[src/rtl/router_1x3.sv]
// One-input, three-output word router: each valid word is steered by addr to a
// registered output port, with per-port delivery counters and an invalid-address drop counter.
module router_1x3 #(
  parameter int DATA_WIDTH = 8,
  parameter int CNT_WIDTH  = 8
) (
  input  logic                  clk,
  input  logic                  rst,
  input  logic [DATA_WIDTH-1:0] data_in,
  input  logic                  valid_in,
  input  logic [1:0]            addr,
  output logic [DATA_WIDTH-1:0] data_out   [3],
  output logic                  valid_out  [3],
  output logic                  err,
  output logic [CNT_WIDTH-1:0]  pkt_count  [3],
  output logic [CNT_WIDTH-1:0]  drop_count
);

  // Handshake: valid-only, no ready. Every cycle with valid_in = 1 is accepted;
  // data_in/addr are ignored (may be X) whenever valid_in = 0.
  localparam logic [1:0] ADDR_BAD = 2'b11;

  logic [2:0] port_hit;
  logic       bad_hit;
  logic       drop_full;

  always_comb begin
    port_hit = '0;
    for (int k = 0; k < 3; k++) begin
      port_hit[k] = valid_in && (addr == 2'(k));
    end
    bad_hit   = valid_in && (addr == ADDR_BAD);
    drop_full = &drop_count;
  end

  always_ff @(posedge clk or negedge rst) begin
    if (!rst) begin
      for (int k = 0; k < 3; k++) begin
        data_out[k]  <= '0;
        valid_out[k] <= 1'b0;
        pkt_count[k] <= '0;
      end
    end else begin
      for (int k = 0; k < 3; k++) begin
        valid_out[k] <= port_hit[k];
        // Data only moves on a hit, so X on data_in in idle cycles never lands here.
        if (port_hit[k]) begin
          data_out[k]  <= data_in;
          pkt_count[k] <= pkt_count[k] + CNT_WIDTH'(1);
        end
      end
    end
  end

  // Drop counter saturates rather than wraps so a long fault burst stays visible.
  always_ff @(posedge clk or negedge rst) begin
    if (!rst) begin
      err        <= 1'b0;
      drop_count <= '0;
    end else begin
      err <= bad_hit;
      if (bad_hit && !drop_full) begin
        drop_count <= drop_count + CNT_WIDTH'(1);
      end
    end
  end

endmodule

[config.mk]
export PLATFORM = sky130hd
export DESIGN_NAME = router_1x3
export DESIGN_NICKNAME = d
export VERILOG_FILES = /design/src/rtl/router_1x3.sv
export SDC_FILE = /design/constraint.sdc
export NUM_CORES = 1
export LEC_CHECK = 0
export CORE_MARGIN = 3
export CORE_UTILIZATION = 35
export DETAILED_ROUTE_END_ITERATION = 8
export GPL_TIMING_DRIVEN = 0
export SLEW_MARGIN = 20
export SYNTH_ARGS = -nofsm -noshare
export SYNTH_HDL_FRONTEND = slang
export SYNTH_SLANG_ARGS = --single-unit
[constraint.sdc]
create_clock -name clk -period 3.7 [get_ports clk]
set_input_delay 0.37 -clock clk [delete_from_list [all_inputs] [get_ports clk]]
set_output_delay 0.37 -clock clk [all_outputs]
set_load 0.1 [all_outputs]
---- Word-level counts from Yosys, hierarchy flattened ----
Cells that the tools add are included.
W data, S select, Z words.
cells by class
  equal/unequal tests ..................... 3
  add/subtract/negate cells ............... 4
  reductions and logical operators ........ 8
operators with widths
  kind                   count
  $add A8 B1 Y8 const B  4
  $reduce_and A8 Y1      1
  $logic_and A1 B1 Y1    5
  $eq A2 B2 Y1 const B   2
  $eq A2 B1 Y1 const B   1
  $logic_not A2 Y1       1
  $logic_not A1 Y1       1
word-level totals
  register bits ........................... 60

---- Longest topological paths before layout ----
  word-level depth ........................ 3
  mapped depth ............................ 5

---- Worst setup path after synthesis ----
Ideal clock, no wire load.
  kind .................................... reg2reg
  start point ............................. reg drop_count[0]
  end point ............................... reg drop_count[6]
  cell stages (with the launch flop) ...... 5
  arrival time ............................ 2016 ps
  setup slack ............................. 1559 ps
  data required time ...................... 3574 ps
  cells stage by stage .................... dfrtp_1 -> ha_1 -> nand4_1 -> nor3_1 -> mux2_2
on the way
  longest elaborated chain between the ends .. 3
  elaborated cells between the ends (all ways) .. 4
ends and longest elaborated chain
  element                                                line  source
  start, declared                                        16    output logic [CNT_WIDTH-1:0] drop_count
  start signal, assigned                                 63    drop_count <= drop_count + CNT_WIDTH'(1);
  branches (longest 3 deep; another with $add A8 B1 Y8)  -
Several ways; the timed one is not identified.
A chain may end at the register's enable or synchronous reset.

---- Worst setup path in the final report ----
  start point ............................. reg drop_count[2]
  end point ............................... out drop_count[2]
No word-level cell between the ends.

==> run metrics <==
mapped cell area=0.002471 mm^2; number of diodes=0; Worst Hold Class=reg2reg; number of antenna violations at the first check in global routing=0; synthesized net count=232; clk sink count=60; Via Count=approximately 1800; Max clock buf depth=2; Worst Tran Pin Value=between 1 and 1.5 ns; post-route ant nets=0; RSZ-0062 raised after global routing=no; Synth Register Bits=60; CTS buffer count=9; Die H=90.03 um; Worst path max stage delay=around 1.2 ns; Max Cap Viol=0; Seq pwr share=29.8%; vias in the first global route=1873; Tot GR Track Use=14.59%; post-synthesis cell type count=26; Cells after Synth=215; Peak Freq=428.4 MHz; H-tree levels=3; most frequent cells in the layout=clkdlybuf4s50_1 (71), nand2_1 (63), dfrtp_1 (60); Synth Flop Type=dfrtp_1; Slowest cell on crit path=clkdlybuf4s50_1; setup TNS=0 ns; critical path class=reg2out; Period Utilization, post-route=63.09%; Arr. time, crit path=between 1.5 and 2 ns; Slew Limit Fails=0; min cycle time layout=2.335 ns; CTS tree=built; setup violators final=0; leakage=1.605 nW; worst setup margin=1.366 ns; P_int=0.001525 W; share of cells above drive strength 1=about an eighth; core area=0.006604 mm^2; first-pass GRT wire length=a little over 9000 um; dpl hpwl=3867 um; cells along the critical path=clkdlybuf4s50_1; DR iter-0 viols=43; synthesized area per cell=11.49 um^2; placed insts=381; most common cell after layout, fill and taps aside=clkdlybuf4s50_1; DRC viols=0; Ys Warns=0; WHS=roughly 0.46 ns; FFs w/ async S/R, synth=100.0%; logic gate share of total power=52.9%; Top delay family on crit path=buffers and inverters; cell row count=29; Final Util=53.39%; Root Driver=clkbuf_8; Crit path required time=3.33 ns; total die area=between 0.008 and 0.009 mm^2; Post-Route WL=approximately 5500 um; IR drop worst, VDD=between 0.4 and 0.5 mV; Post-synth EDFFs=0; dpl ws=between 1.5 and 2 ns; register area share after synthesis=60.76%; # IOs=73; Switching Power=0.001763 W; Initial Util=37.42%; Crit. End Element=output port; final hold vios=0; CTS resizes=0; Fillers=between 600 and 700; Clock Pin Slew Worst Setup and Hold Paths=~0.070 ns; slew margin rel.=33.01%; Clk network pwr share=17.3%; I/O Buffers=72; Avg Vias per Cell=between 4 and 5; crit-path max FO=6; Sw Ratio=53.62%; Area growth, synth to finish=42.68%; Die X=90.03 um; pwr/cell area=932.4 mW/mm^2; # Post-CTS Setup Buffers=0; Worst Skew=0.007133 ns; total gr overflow=0; largest net degree at the start of global routing=37; Initial DRT Pass Iterations=4; gpl congestion=0.7727; Cell Count, Final, Fillers Out=397; status=finished clean; startpoint types=flop; Bufs and invs on worst path=1; clk_lat worst skew=0.33 ns; final net count=about 320; DR WL/cell=13.91 um
[power by group through the flow]
stage	clock network (W)	logic (W)	registers, W
after floorplan	0	0.000220	0.00208
after global placement	0	0.00173	0.000990
after detailed placement	0	0.00174	0.000993
after CTS	0.000591	0.00175	0.000983
after global routing	0.000622	0.00180	0.00101
final	0.000570	0.00174	0.000980
[cell usage after synthesis, types with 2 or more instances]
cell / instances / area, um^2
nand2_1: 63 / 236.5
dfrtp_1: 60 / 1501
xnor2_1: 16 / 140.1
mux2_2: 11 / 123.9
nand4_1: 11 / 68.82
xor2_1: 7 / 61.31
inv_1: 5 / 18.77
nor2_1: 5 / 18.77
nor3_1: 5 / 25.02
and3_1: 4 / 25.02
buf_2: 4 / 20.02
ha_1: 4 / 50.05
nand3_1: 4 / 20.02
mux2i_1: 2 / 20.02
nand2b_1: 2 / 12.51
nand3b_1: 2 / 15.01
[state kept, by name, indices dropped and copies added (netlist names)]
| register | cells |
|---|---|
| data_out | 24 |
| pkt_count | 24 |
| drop_count | 8 |
| valid_out | 3 |
| err | 1 |
[layer usage]
layer  track usage (%)  up-vias  part of all wire (%)
met1             18.75      885                    46
met4             8.036        0                   1.6
met5                 0        -                     0
li1                  -      891                     -
met3             4.007        9                   5.3
met2             22.28       45                    47
[path summary, 6_finish.rpt]
path | from | endpoint | slack [ns] | depth (start not counted)
worst max-delay path | drop_count[2] | drop_count[2] | 1.37 | 1
worst min-delay path | pkt_count[7] | pkt_count[7] | 0.46 | 1
worst max register to register | drop_count[0] | drop_count[6] | 2.07 | 4
worst min register to register | pkt_count[7] | pkt_count[7] | 0.46 | 1
max in group asynchronous | rst | err | 2.70 | 3
min in group asynchronous | rst | data_out[5] | 0.50 | 2
[kinds of logic (layout without fill, tap and decap cells)]
family / count (synthesis) / in the layout / share of synthesized area (%)
fa+ha+maj: 4 / 4 / 2.025
compound gates: 5 / 5 / 1.924
mux: 14 / 14 / 6.430
xor+xnor: 23 / 23 / 8.152
buf+inv: 10 / 99 / 2.025
flops: 60 / 60 / 60.76
simple gates: 99 / 99 / 18.68
[per-stage QoR]
step | cell area, um^2 | total power, W
6_report | 3526 | 0.003288
4_1_cts | 3526 | 0.003325
3_5_place_dp | 3326 | 0.002738
2_1_floorplan | 2471 | 0.002297
5_1_grt | 3526 | 0.003435
3_3_place_gp | 3308 | 0.002724
[area by class of cell]
cell class / instances / area (um^2) / area share (%)
buffer: 5 / 31.28 / 0.8872
clock buffer: 10 / 137.6 / 3.903
clock inverter: 5 / 52.55 / 1.490
inverter: 5 / 18.77 / 0.5323
multi-input combinational: 145 / 919.6 / 26.08
sequential: 60 / 1501 / 42.58
tap: 93 / 116.4 / 3.300
timing repair buffer: 74 / 748.2 / 21.22
[what timing repair did]
item | in CTS | in global routing
endpoints found under the setup margin | 0 | 0
hold endpoints to repair | 24 | 0
hold buffers | 1 | 0
No activity file was read; power rests on OpenSTA's default activity.
==> RTL change 1: new RTL, same settings <==
Set the parameter `DATA_WIDTH` to 6 (it was 8).
--- a/src/rtl/router_1x3.sv
+++ b/src/rtl/router_1x3.sv
@@ -2,5 +2,5 @@
 // registered output port, with per-port delivery counters and an invalid-address drop counter.
 module router_1x3 #(
-  parameter int DATA_WIDTH = 8,
+  parameter int DATA_WIDTH = 6,
   parameter int CNT_WIDTH  = 8
 ) (
Ports: changed (resized data_in and data_out); port bits go from 73 to 65. The function was not compared with the original's and may differ.
==> RTL change 1 against the unedited design <==
- first-iteration DRC count is 33% higher
- routed wire length is 14% lower
- setup slack better by 23 ps
- design area is 12% lower
- sequential power is 9.5% lower
- sequential cell count is 6 lower
- power is 16% lower
- clock skew is 3.1 ps lower
- highest routed layer unchanged
- register-to-register slack better by 100 ps
- synthesized cell count is 6.5% lower
- area after synthesis is 8.4% lower
- critical path type unchanged
- largest power group unchanged
==> RTL change 1: results (changes against the unedited design) <==
| Metric | Value |
|---|---|
| Via density | 4.74 (+2.8%) |
| WL met2 | 2.16 mm (-17%) |
| Yosys cell types | 28 (+7.7%) |
| M1 GR Usage | 18.5% (-0.24 points) |
| GP Congestion | 0.756 (-2.2%) |
| Hold Crit Class | in -> async |
| Met3 wire len | 286 µm (-3.1%) |
| Peak supply drop | 0.669 mV (+34%) |
| Fillers | 570 (-12%) |
| Largest net degree at the start of global routing | 55 (+49%) |
| Outcome | finished, final reports clean |
| TritonCTS Buffers | 5 (-4) |
| Design area | 0.00309 mm² (-12%) |
| First drt pass iteration count | 2 (-2) |
| Final period util | 62.5% (-0.61 points) |
| Sequential element share of the synthesized area | 59.7% (-1.1 points) |
| Worst-path cell with the longest stage delay | clkdlybuf4s50_1 |
| Largest regs | pkt_count: 24 flops, data_out: 18 flops, drop_count: 8 flops |
| Wl on met1 | 2.22 mm (-12%) |
| Met3 usage | 4.66% (+0.65 points) |
| Synth top area cells | dfrtp_1 60%, nand2_1 9.3%, mux2_2 5.0%, xnor2_1 4.3%, xor2_1 4.3% |
| Final Skew | 4.07 ps (-3.07 ps) |
| Detailed placer's ending HPWL | 3.46 mm (-11%) |
| Clock Latency Late Sink | 290 ps (-40 ps) |
| Clk slew on worst S/H paths | 90 ps (+20 ps) |
| Drt initial violations | 57 (+33%) |
| Commonest cells in the netlist | 56 x nand2_1, 54 x dfrtp_1, 11 x xnor2_1, 11 x xor2_1, 10 x mux2_2 |
| Global Route Usage Sum | 13.7% (-0.92 points) |
| Placed Instance Area | 0.00300 mm² (-9.9%) |
| First-pass GRT wire length | 7.96 mm (-15%) |
| H-tree depth | 2 (-1) |
| # nets final | 287 (-9.5%) |
| Tightest hold margin | 97.1 ps (-365 ps) |
| Mapped Avg Cell Area | 11.3 µm² (-2.0%) |
| Critical path arrival | 1940 ps (-20 ps) |
| Setup crit start | pkt_count[3]$_DFFE_PN0P_ |
| Port Buffers | 64 (-11%) |
| Reg2reg setup slack | 2170 ps (+100 ps) |
| Post-place setup slack | 1720 ps (+203 ps) |
| Tightest Pin Transition | 999 ps (-2.39 ps) |
| Met2 Track Usage GR | 20.2% (-2.0 points) |
| RR Endpoint | drop_count[1]$_DFFE_PN0P_ |
| Share of cells above drive strength 1 | 10.3% (-1.9 points) |
| P_leak | 1.40 nW (-13%) |
| Synthesized net count | 216 (-6.9%) |
| Detailed-route wire length | 4.77 mm (-14%) |
| Setup crit end | pkt_count[3] |
## RTL change 1: layout make-up
type | count | area share [%]
well taps | 75 | 3.04
plain buffers | 5 | 0.891
inverters | 4 | 0.486
clock buffers | 7 | 2.80
flip-flops and latches | 54 | 43.8
repair buffers | 64 | 20.7
multi-input cells | 138 | 28.2
clock inverters | 1 | 0.162
## RTL change 1: where the power goes
group	leakage, nW	switching (mW)	total [mW]	internal (mW)
logic	0.670	1.20	1.55	0.346
registers	0.684	0.160	0.887	0.727
clock network	0.0482	0.181	0.332	0.151
total	1.40	1.55	2.77	1.22
## RTL change 1: kinds of logic after synthesis
group | count (synthesis) | share of synthesized area, %
fa+ha+maj | 4 | 2.21
compound gates | 5 | 1.38
xor+xnor | 22 | 8.51
mux | 13 | 6.41
flops | 54 | 59.7
simple gates | 94 | 19.9
buf+inv | 9 | 1.88
==> RTL change 2: new RTL, same settings <==
Made on the original files. Remove the register `err`: a continuous assignment takes its place, so the output `err` follows one clock earlier.
--- a/src/rtl/router_1x3.sv
+++ b/src/rtl/router_1x3.sv
@@ -56,8 +56,6 @@
   always_ff @(posedge clk or negedge rst) begin
     if (!rst) begin
-      err        <= 1'b0;
       drop_count <= '0;
     end else begin
-      err <= bad_hit;
       if (bad_hit && !drop_full) begin
         drop_count <= drop_count + CNT_WIDTH'(1);
@@ -66,4 +64,6 @@
   end
 
+  assign err = bad_hit;
+
 endmodule
 
Function: changed (a bounded check fails within 4 cycles, from zero or initial values and one cycle with rst low).
==> RTL change 2 against the unedited design <==
- highest routed layer unchanged
- area after synthesis down 1.0%
- setup slack worse by 610 ps
- power is 1.7% higher
- core utilization is 0.83 points higher
- sequential cell count is 1 lower
- via count grew 1.4%
- design area rose by 0.99%
- routed wire length increased by 0.67%
==> RTL change 2: results (changes against the unedited design) <==
| Metric | Value |
|---|---|
| Sequential element share of the synthesized area | 60.4% (-0.40 points) |
| TritonCTS Buffers | 9 (unchanged) |
| Largest net degree at the start of global routing | 42 (+14%) |
| Outcome | finished, final reports clean |
| Root Buffer | clkbuf_8 |
| Share of cells above drive strength 1 | 12.1% (-0.12 points) |
| Met2 Track Usage GR | 23.4% (+1.1 points) |
| Ant diodes | 0 (unchanged) |
| # nets final | 319 (+0.63%) |
| Met3 wire len | 320 µm (+8.5%) |
| Detailed-route wire length | 5.56 mm (+0.67%) |
| Met3 usage | 6.11% (+2.1 points) |
| P_leak | 1.60 nW (-0.41%) |
| First-pass GRT wire length | 9.21 mm (-1.5%) |
| CP max FO | 7 (+1) |
| Synthesized net count | 234 (+0.86%) |
| Critical path arrival | 2570 ps (+610 ps) |
| Placed Instance Area | 0.00330 mm² (-0.75%) |
| Final Skew | 7.66 ps (+0.529 ps) |
| M1 GR Usage | 20.2% (+1.5 points) |
| GP Congestion | 0.777 (+0.52%) |
| Post-CTS Resized | 0 (unchanged) |
| Post-Synth Adder-Cell Area | 2.05% (+0.021 points) |
| Wl on met1 | 2.58 mm (+2.1%) |
| Peak supply drop | 0.664 mV (+34%) |
| Port Buffers | 72 (unchanged) |
| Number of global-route vias before repair | 1824 (-2.6%) |
| Hold Crit Class | in -> async |
| Global Route Usage Sum | 15.6% (+1.0 points) |
| Clk buf depth | 2 (unchanged) |
| Mux cell area share after synthesis | 5.93% (-0.50 points) |
| Commonest cells in the netlist | 64 x nand2_1, 59 x dfrtp_1, 15 x xnor2_1 |
| Synth top area cells | dfrtp_1 60%, nand2_1 9.8%, mux2_2 5.5%, xnor2_1 5.4%, nand4_1 2.8% |
| Yosys cell types | 27 (+3.8%) |
| Internal | 1.63 mW (+6.9%) |
| Detailed placer's ending HPWL | 3.85 mm (-0.58%) |
| Post-place setup slack | 762 ps (-756 ps) |
| Compound-Gate Fraction of Synth Area | 2.92% (+0.99 points) |
| Max incr delay on CP | 1150 ps (-30 ps) |
| Setup crit start | addr[1] |
| Mapped Avg Cell Area | 11.3 µm² (-1.9%) |
| WL met2 | 2.56 mm (-1.8%) |
| Xor and xnor area share after synthesis | 7.88% (-0.27 points) |
| Async SR Flop Fraction | 100% (unchanged) |
| Placed cells | 383 (+0.52%) |
| Drt initial violations | 84 (+95%) |
| Largest regs | data_out: 24 flops, pkt_count: 24 flops, drop_count: 8 flops |
| Vias | 1856 (+1.4%) |
| Worst slew margin | 32.8% (-0.19 points) |
| DR WL/cell | 13.9 µm (about the same) |
RTL change 2: cell types whose count changed in the layout (fill, tap and decap cells not counted), sizes merged, moves of 2 or more:
cell      unedited run  this run
nor2                 5         2
a21oi                1         4
bufinv               1         3
clkinv               3         0
a2111oi              2         0
inv                  5         3
clkinvlp             1         3
RTL change 2: area by class of cell:
type,instances,area (µm²)
inverters,3,11.3
fillers,566,3010
flip-flops and latches,59,1480
multi-input cells,149,923
repair buffers,74,748
clock buffers,10,138
clock inverters,6,113
plain buffers,6,35.0
well taps,93,116
RTL change 2: path summary, 6_finish.rpt:
kind                                                   to  slack (ps)  cells past startpoint
worst max-delay path                                  err         760                      4
worst min-delay path            pkt_count[12]$_DFFE_PN0P_         450                      2
worst max register to register  drop_count[6]$_DFFE_PN0P_        2090                      4
worst min register to register   pkt_count[7]$_DFFE_PN0P_         470                      1
max in group asynchronous        data_out[20]$_DFFE_PN0P_        2750                      3
min in group clk                 pkt_count[7]$_DFFE_PN0P_         470                      1
RTL change 2: worst reg2reg max path: stages, from the launching register on:
cell and delay [ps]:
dfrtp_1 440, ha_1 270, nand3_1 170, nor3_1 250, mux2_2 360
RTL change 2: power by group through the flow:
stage               registers [mW]  logic [mW]  clock network (mW)
floorplan                     2.00       0.209                   0
global placement             0.963        1.66                   0
detailed placement           0.964        1.67                   0
CTS                          0.955        1.68               0.750
global route                 0.983        1.73               0.778
finish                       0.954        1.67               0.724
RTL change 2: cell families (layout without fill, tap and decap cells):
| kind of cell | count (synthesis) | after routing |
|---|---|---|
| multiplexers | 13 | 13 |
| buffers and inverters | 9 | 99 |
| AO/OA/AOI/OAI | 10 | 10 |
| AND/OR/NAND/NOR | 100 | 100 |
| adder cells (fa/ha/maj) | 4 | 4 |
| XOR/XNOR | 22 | 22 |
| flip-flops | 59 | 59 |
